File: src/rtl/input_manager_pkg.sv
// Shared types and constants for the UART receive path and the word assembler.
package input_manager_pkg;

  typedef enum logic [1:0] {IDLE, START, DATA, STOP} rx_state_t;
  typedef enum logic {W_IDLE, W_COLLECT} word_state_t;

  localparam int WORD_BYTES = 4;

endpackage

File: src/rtl/uart_rx_core.sv
// 8N1 UART receiver: two-flop synchronizer plus bit-sampling FSM. Emits one-cycle
// push and frame_err strobes; data is valid while push is high.
//   state | meaning
//   IDLE  | line idle, waiting for a low level while enabled
//   START | half-bit wait, then confirm the start bit (reject glitches)
//   DATA  | sample 8 data bits, one per bit period, LSB first
//   STOP  | sample the stop bit; high pushes the byte, low flags a frame error
module uart_rx_core #(
  parameter int CLKS_PER_BIT = 868
) (
  input  logic       clk,
  input  logic       rst_n,
  input  logic       uart_rx,
  input  logic       enable,
  output logic [7:0] data,
  output logic       push,
  output logic       frame_err
);
  import input_manager_pkg::*;

  localparam int CW = $clog2(CLKS_PER_BIT) + 1;
  localparam logic [CW-1:0] HALF_TC = CW'(CLKS_PER_BIT / 2 - 1);
  localparam logic [CW-1:0] BIT_TC  = CW'(CLKS_PER_BIT - 1);

  logic          sync_a;
  logic          rx;
  rx_state_t     state;
  logic [CW-1:0] clk_cnt;
  logic [2:0]    bit_idx;
  logic [7:0]    shift;

  always_ff @(posedge clk or negedge rst_n) begin
    if (!rst_n) begin
      sync_a <= 1'b1;
      rx     <= 1'b1;
    end else begin
      sync_a <= uart_rx;
      rx     <= sync_a;
    end
  end

  always_ff @(posedge clk or negedge rst_n) begin
    if (!rst_n) begin
      state     <= IDLE;
      clk_cnt   <= '0;
      bit_idx   <= '0;
      shift     <= '0;
      push      <= 1'b0;
      frame_err <= 1'b0;
    end else begin
      push      <= 1'b0;
      frame_err <= 1'b0;
      // Loss of enable abandons any partial frame silently.
      if (!enable) begin
        state   <= IDLE;
        clk_cnt <= '0;
      end else begin
        case (state)
          IDLE: begin
            if (!rx) begin
              state   <= START;
              clk_cnt <= '0;
            end
          end
          START: begin
            if (clk_cnt == HALF_TC) begin
              clk_cnt <= '0;
              bit_idx <= '0;
              state   <= rx ? IDLE : DATA;
            end else begin
              clk_cnt <= clk_cnt + CW'(1);
            end
          end
          DATA: begin
            if (clk_cnt == BIT_TC) begin
              clk_cnt        <= '0;
              shift[bit_idx] <= rx;
              if (bit_idx == 3'd7) state <= STOP;
              else bit_idx <= bit_idx + 3'd1;
            end else begin
              clk_cnt <= clk_cnt + CW'(1);
            end
          end
          STOP: begin
            if (clk_cnt == BIT_TC) begin
              clk_cnt <= '0;
              state   <= IDLE;
              if (rx) push <= 1'b1;
              else frame_err <= 1'b1;
            end else begin
              clk_cnt <= clk_cnt + CW'(1);
            end
          end
          default: state <= IDLE;
        endcase
      end
    end
  end

  assign data = shift;

endmodule

File: src/rtl/input_manager.sv
// Receive-side byte queue feeding the core's READI/READF path: UART bytes go into a
// circular queue; each word request pops four bytes, first-received in bits [31:24].
//   state     | meaning
//   W_IDLE    | waiting for WORD_REQ
//   W_COLLECT | popping bytes into the word, stalling while the queue is empty
module input_manager #(
  parameter int CLKS_PER_BIT = 868,
  parameter int QUEUE_AW     = 9
) (
  input  logic                CLK,
  input  logic                INITIALIZE_N,
  input  logic                UART_RX,
  input  logic                ENABLE,
  input  logic                WORD_REQ,
  output logic                WORD_VALID,
  output logic [31:0]         WORD_DATA,
  output logic                BUSY,
  output logic [QUEUE_AW-1:0] QUEUE_COUNT,
  output logic                OVERRUN,
  output logic                FRAME_ERR
);
  import input_manager_pkg::*;

  localparam logic [1:0] LAST_IDX = 2'(WORD_BYTES - 1);

  logic [7:0]          rx_byte;
  logic                rx_push;
  logic                rx_ferr;
  logic [7:0]          mem [2**QUEUE_AW];
  logic [QUEUE_AW-1:0] wr_ptr;
  logic [QUEUE_AW-1:0] rd_ptr;
  logic [QUEUE_AW-1:0] wr_next;
  logic                full;
  logic                empty;
  logic                push_ok;
  logic                pop;
  logic [7:0]          pop_byte;
  word_state_t         wstate;
  logic [1:0]          byte_idx;
  logic [23:0]         asm_hi;

  uart_rx_core #(.CLKS_PER_BIT(CLKS_PER_BIT)) u_rx (
    .clk       (CLK),
    .rst_n     (INITIALIZE_N),
    .uart_rx   (UART_RX),
    .enable    (ENABLE),
    .data      (rx_byte),
    .push      (rx_push),
    .frame_err (rx_ferr)
  );

  // One slot stays unused so full and empty remain distinguishable.
  assign wr_next     = wr_ptr + QUEUE_AW'(1);
  assign full        = (wr_next == rd_ptr);
  assign empty       = (wr_ptr == rd_ptr);
  assign push_ok     = rx_push && !full;
  assign pop         = (wstate == W_COLLECT) && !empty;
  assign pop_byte    = mem[rd_ptr];
  assign QUEUE_COUNT = wr_ptr - rd_ptr;

  always_ff @(posedge CLK) begin
    if (push_ok) mem[wr_ptr] <= rx_byte;
  end

  always_ff @(posedge CLK or negedge INITIALIZE_N) begin
    if (!INITIALIZE_N) begin
      wr_ptr    <= '0;
      rd_ptr    <= '0;
      OVERRUN   <= 1'b0;
      FRAME_ERR <= 1'b0;
    end else begin
      if (push_ok) wr_ptr <= wr_next;
      if (pop) rd_ptr <= rd_ptr + QUEUE_AW'(1);
      if (rx_push && full) OVERRUN <= 1'b1;
      if (rx_ferr) FRAME_ERR <= 1'b1;
    end
  end

  // The first three bytes build up in asm_hi so WORD_DATA only changes on completion.
  always_ff @(posedge CLK or negedge INITIALIZE_N) begin
    if (!INITIALIZE_N) begin
      wstate     <= W_IDLE;
      byte_idx   <= '0;
      asm_hi     <= '0;
      WORD_DATA  <= '0;
      WORD_VALID <= 1'b0;
      BUSY       <= 1'b0;
    end else begin
      WORD_VALID <= 1'b0;
      case (wstate)
        W_IDLE: begin
          BUSY <= WORD_REQ;
          if (WORD_REQ) begin
            wstate   <= W_COLLECT;
            byte_idx <= '0;
          end
        end
        W_COLLECT: begin
          if (!empty) begin
            if (byte_idx == LAST_IDX) begin
              WORD_DATA  <= {asm_hi, pop_byte};
              WORD_VALID <= 1'b1;
              wstate     <= W_IDLE;
            end else begin
              case (byte_idx)
                2'd0:    asm_hi[23:16] <= pop_byte;
                2'd1:    asm_hi[15:8]  <= pop_byte;
                default: asm_hi[7:0]   <= pop_byte;
              endcase
              byte_idx <= byte_idx + 2'd1;
            end
          end
        end
        default: wstate <= W_IDLE;
      endcase
    end
  end

endmodule
File: config.mk
export PLATFORM = sky130hd
export DESIGN_NAME = input_manager
export DESIGN_NICKNAME = d
export VERILOG_FILES = /design/src/rtl/input_manager_pkg.sv /design/src/rtl/uart_rx_core.sv /design/src/rtl/input_manager.sv
export SDC_FILE = /design/constraint.sdc
export NUM_CORES = 2
export LEC_CHECK = 0
export BUFFER_PORTS_ARGS = -buffer_cell sky130_fd_sc_hd__buf_4
export CAP_MARGIN = 20
export CORE_AREA = 2 2 584 441
export DETAILED_ROUTE_END_ITERATION = 7
export DIE_AREA = 0 0 586 443
export HOLD_SLACK_MARGIN = 0.1
export MAX_ROUTING_LAYER = met4
export PLACE_DENSITY = 0.81
export SYNTH_ARGS = -nofsm -noshare
export SYNTH_HDL_FRONTEND = slang
export SYNTH_SLANG_ARGS = --single-unit
File: constraint.sdc
create_clock -name CLK -period 19.6 [get_ports CLK]
set_input_delay 2.94 -clock CLK [delete_from_list [all_inputs] [get_ports CLK]]
set_output_delay 2.94 -clock CLK [all_outputs]
set_load 0.005 [all_outputs]
## Word-level counts from Yosys, hierarchy flattened

Memory sizes are Yosys's and may differ from the RTL's.
Cells that the tools add are included.
Widths: inputs -> output; s select.

- Add/subtract/negate cells: 6
- $mul: 0
- Divide/modulo/power cells: 0
- Magnitude comparators: 2
- Equal/unequal tests: 21
- Shifts and indexed selects: 0
- Mux-type cells: 41
- Bitwise gates (word level): 4
- Reductions and logical operators: 19

Operators with widths:

| operator | count |
|---|---|
| $mux 11 | 4 |
| $pmux 11 s3 | 1 |
| $mux 2 | 10 |
| $add 9x1->9 const B | 2 |
| $eq 9x9->1 | 2 |
| $mux 1 | 17 |
| $ne 3x2->1 const B | 4 |
| $reduce_and 4->1 | 3 |
| $add 11x1->11 const B | 1 |
| $eq 11x10->1 const B | 1 |
| $eq 11x9->1 const B | 1 |
| $reduce_and 5->1 | 2 |
| $mux 3 | 3 |
| $reduce_and 3->1 | 3 |
| $sub 9x9->9 | 1 |
| $bwmux 8 | 1 |
| $ne 2x2->1 const B | 4 |
| $pmux 2 s4 | 1 |
| $eq 2x2->1 const B | 3 |
| $pmux 3 s2 | 1 |
| $eq 2x1->1 const B | 2 |
| $logic_and 1x1->1 | 4 |
| $logic_not 2->1 | 2 |
| $lt 3x4->1 const B | 1 |
| other kinds (13) | 19 |

- Bits in registers: 109
- Bits in latches: 0
- Memory bits (writable): 4096
- Memory bits (read-only): 0
- Input bits: 5
- Output and inout bits: 45
- Word-level logic and storage cells: 114
- Memories kept: 1

Memory list:

| memory | words | width | read ports | clocked after memory_dff | wr ports | RTL line | text |
|---|---|---|---|---|---|---|---|
| mem | 512 | 8 | 1 | 0 | 1 | input_manager.sv:29 | `logic [7:0] mem [2**QUEUE_AW];` |

## Logic depth before layout (Yosys ltp)

- Depth in word-level cells: 6
- Depth in mapped cells: 14
- Depth with buffers taken out: 10

## By module

A second synthesis with hierarchy kept.

- Cells, all modules: 7977
- Area, all modules: 164693.0 um2

By module, submodules not included:

| module | times used | cells each | area each (um2) | sequential area each (um2) |
|---|---|---|---|---|
| input_manager | 1 | 7838 | 163212.8 | 125024.9 |
| uart_rx_core | 1 | 139 | 1480.2 | 703.2 |

## Least setup slack after synthesis

No wires, ideal clock.

- Path type: register to register
- From: register u_rx.shift[0] (netlist: u_rx.data[0])
- To: memory mem[0][0] (data pin)
- Library setup time: 1404 ps
- Data arrival time: 6062 ps
- Data required time: 18196 ps
- Setup slack: 12134 ps
- Cell stages (with the launch flop): 1
- Buffers on the path: 0
- Clock period less this slack: 7466 ps
- Path through: dfrtp_1

RTL lines:

| element | RTL line | text |
|---|---|---|
| start: declaration | uart_rx_core.sv:30 | `logic [7:0] shift;` |
| start signal: indexed assignment | uart_rx_core.sv:77 | `shift[bit_idx] <= rx;` |
| end: declaration | input_manager.sv:29 |  |

No word-level cell before the write port.

## Final worst setup path

- From: register rd_ptr[0]
- To: register asm_hi[14]

- Cells in the longest elaborated chain, start to end: 3
- Elaborated cells between the ends (all ways): 4
- Those cells by class: 1 x eq/ne; 1 x bitwise; 1 x reduce/logical; 1 x memory

RTL lines:

| element | RTL line | text |
|---|---|---|
| start: declaration | input_manager.sv:31 | `logic [QUEUE_AW-1:0] rd_ptr;` |
| start signal: assignment | input_manager.sv:73 | `if (pop) rd_ptr <= rd_ptr + QUEUE_AW'(1);` |
| parallel branches: the longest is 3 deep, another holds $mem_v2 512x8 | n/a |  |
| end signal: assignment | input_manager.sv:107 | `2'd1: asm_hi[15:8] <= pop_byte;` |
| end: declaration | input_manager.sv:40 | `logic [23:0] asm_hi;` |

Parallel ways; which one is timed is not known.
A chain may end at the register's enable or synchronous reset.

==> metrics <==
Iter 0 DRT Violations=between 15000 and 20000; # hold bufs at CTS=0; Post-synth EDFFs=approximately 4100; crit path time final=7200 ps; Worst Tran Pin Value=between 1000 and 1500 ps; power per cell area=94.8 mW/mm²; peak supply drop=between 90 and 100 µV; cell area after synthesis=roughly 0.16 mm²; sequential share of power=0.571; number of antenna violations at the first check in global routing=38; f_max=roughly 140 MHz; Clock Pin Slew Worst Setup and Hold Paths=70 ps; DR vias=~90000; Seq/Total Area, Yosys=0.767; Non-Filler Instances=11900; total wire length=~460000 µm; ys flop type=edfxtp_1; PortBufs=around 50; clock skew=54.2 ps; Leak Pwr=around 45 nW; CP Capture Type=flop; initial core utilization=0.644; DRC Markers=2; GPL Wtd Cong=around 0.94; Layout area overhead=9.35%; syn_nets=a little over 8000; Vias/cell=between 7 and 8; TritonCTS clock tree=built; floorplan row count=~160; Setup violations, final=0; core footprint=0.255 mm²; critical path startpoint=rd_ptr[0]; ANT nets after route=0; HP Start=u_rx.sync_a; switching pwr=0.00331 W; synthesized area per cell=roughly 20 µm²; clk buf depth=4; Slew Viols, Final=0; WS Path Type=reg -> reg; hpwl dp=about 260000 µm; Critical Path RT=roughly 20000 ps; Die Area=between 0.2 and 0.3 mm²; GR Overflow Total=0; combinational group share of total power=0.002; CTS resizes=0; Switching Fraction=0.194; clock buffer count from CTS=370; CTS H-tree depth=5; Horiz. Die Dim=586 µm; first drt pass iteration count=8; violated checks=DRC; Hold Fails Final Rpt=0; internal reg-to-reg setup slack=~12000 ps; post-synthesis async set-or-reset flop share=0.0259; Clk Latency, worst-skew pair=between 900 and 1000 ps; status=finished, violations left; period utilization=0.368; Total Nets Final=about 8000; maxcap violations=0; Clock power frac=0.427; hold slack=roughly 360 ps; Internal=~0.014 W; clk root buf=clkbuf_16; CP startpoint kind=flop; post-synthesis cell count=between 8000 and 9000; Yosys Warn Count=0; I/O pins=50; crit path max fanout=98; per-cell routed wire length=approximately 38 µm; DIE HEIGHT=between 400 and 500 µm; count of cell types in the netlist=80; Clock Sink Count=roughly 4200; origin of the critical flop-to-flop path=rd_ptr[0]; all-layer global routing usage=0.365; RSZ-0062 raised after global routing=false; HP Class=reg -> reg; Fin Setup TNS=0 ps; #FFs+latches synth=~4200; largest net degree at the start of global routing=~230; Placed Cells=around 11000; Post-CTS Setup Bufs=0; number of global-route vias before repair=~87000; first-pass GRT wire length=roughly 650000 µm; CP Data Arrival Time=7980 ps; Worst slew margin=0.0960; layout cells sized above 1=0.205
==> worst max-delay path, cell delays in order (launching register included) <==
cell and delay [ps]:
dfrtp_4 900, buf_12 630, buf_4 650, buf_4 780, buf_4 800, mux4_2 600, a22o_1 250, o21ai_0 590
o2111ai_1 320, a32oi_1 620, a31o_2 340, o21ai_1 130
==> layout make-up <==
class / instances / area (µm²)
inverter: 24 / 103
multi-input combinational: 3353 / 35500
tap: 3423 / 4280
timing repair buffer: 234 / 1950
fill: 14100 / 75300
antenna: 44 / 110
clock buffer: 461 / 9830
sequential: 4205 / 126000
clock inverter: 195 / 1810
==> final timing paths <==
check                        endpoint  cells past startpoint
setup / recovery           asm_hi[14]                     11
hold / removal                u_rx.rx                      0
setup reg to reg           asm_hi[14]                     11
hold reg to reg               u_rx.rx                      0
max in group asynchronous   rd_ptr[3]                      3
min in group asynchronous   u_rx.push                      1
==> flip-flops by register name, summed over array words and instances (netlist names), 2 cells and up <==
name,count
u_rx.bit_idx,3
rd_ptr,9
u_rx.state,2
u_rx.clk_cnt,11
WORD_DATA,32
byte_idx,2
asm_hi,24
mem,4096
wr_ptr,9
u_rx.data,8
==> logic make-up (layout without fill, tap and decap cells) <==
kind of cell,Yosys count,after routing,share of synthesized area
flops,4205,4205,0.767
xor+xnor,28,28,0.00150
simple gates,1245,1245,0.0316
other cells,0,44,0
buf+inv,520,914,0.0183
mux,1300,1300,0.148
compound gates,758,758,0.0326
fa+ha+maj,22,22,0.00172
==> through the flow <==
stage               instance area, µm²  power [W]   util  worst slack [ps]
finish                          179000     0.0170  0.704             12400
global route                    179000     0.0173  0.704             12160
CTS                             179000     0.0170  0.704             12590
detailed placement              167000    0.00994  0.658             12710
global placement                167000    0.00994  0.658             13010
floorplan                       164000    0.00993      -             12130
==> Yosys cell counts (8+ instances only) <==
library cell | count | area (µm²)
a2111oi_0 | 16 | 140
a211o_1 | 9 | 78.8
a211oi_1 | 14 | 105
a21oi_1 | 77 | 385
a221o_1 | 9 | 90.1
a221oi_1 | 75 | 657
a22oi_1 | 194 | 1460
a31oi_1 | 26 | 163
a32oi_1 | 15 | 131
and2_1 | 8 | 50.1
and3_1 | 21 | 131
buf_1 | 39 | 146
buf_2 | 135 | 676
buf_4 | 48 | 360
buf_6 | 75 | 845
clkbuf_1 | 188 | 706
dfrtp_1 | 107 | 2680
edfxtp_1 | 4096 | 123000
ha_1 | 21 | 263
inv_1 | 18 | 67.6
mux2_2 | 38 | 428
mux2i_1 | 367 | 3670
mux4_2 | 891 | 20100
nand2_1 | 394 | 1480
nand2b_1 | 11 | 68.8
nand3_1 | 91 | 455
nand4_1 | 26 | 163
nor2_1 | 608 | 2280
nor2b_1 | 22 | 138
nor3_1 | 23 | 115
nor4_1 | 9 | 56.3
o2111ai_1 | 8 | 70.1
o211ai_1 | 38 | 285
o21ai_0 | 110 | 551
o21ai_1 | 37 | 185
o221ai_1 | 21 | 184
o22ai_1 | 46 | 288
o31ai_1 | 15 | 113
xnor2_1 | 21 | 184
==> per-layer routing <==
layer,global-route usage,vias up,part of all wire
met2,0.509,8422,0.45
met1,0.489,44900,0.33
met5,-,-,0
li1,-,33400,-
met4,0.156,0,0.052
met3,0.135,1519,0.17
==> cells in the final DEF, fill, tap and decap left out, drive strengths merged, types with 75 or more instances in the layout <==
cell,instances
a21oi,78
nor2,608
a22oi,194
mux4,891
nand3,91
nand2,395
a221oi,75
clkbuf,465
dfrtp,107
buf,230
edfxtp,4096
o21ai,147
clkinv,150
mux2i,367
==> power by group through the flow <==
stage,Sequential [W],Clock (W),Combinational [W]
after global placement,0.00991,0,0.0000280
after detailed placement,0.00991,0,0.0000305
after global routing,0.00971,0.00754,0.0000360
after CTS,0.00972,0.00723,0.0000310
after floorplan,0.00991,0,0.0000190
final,0.00972,0.00726,0.0000322
Note: power is estimated with default switching activity, not from simulation.
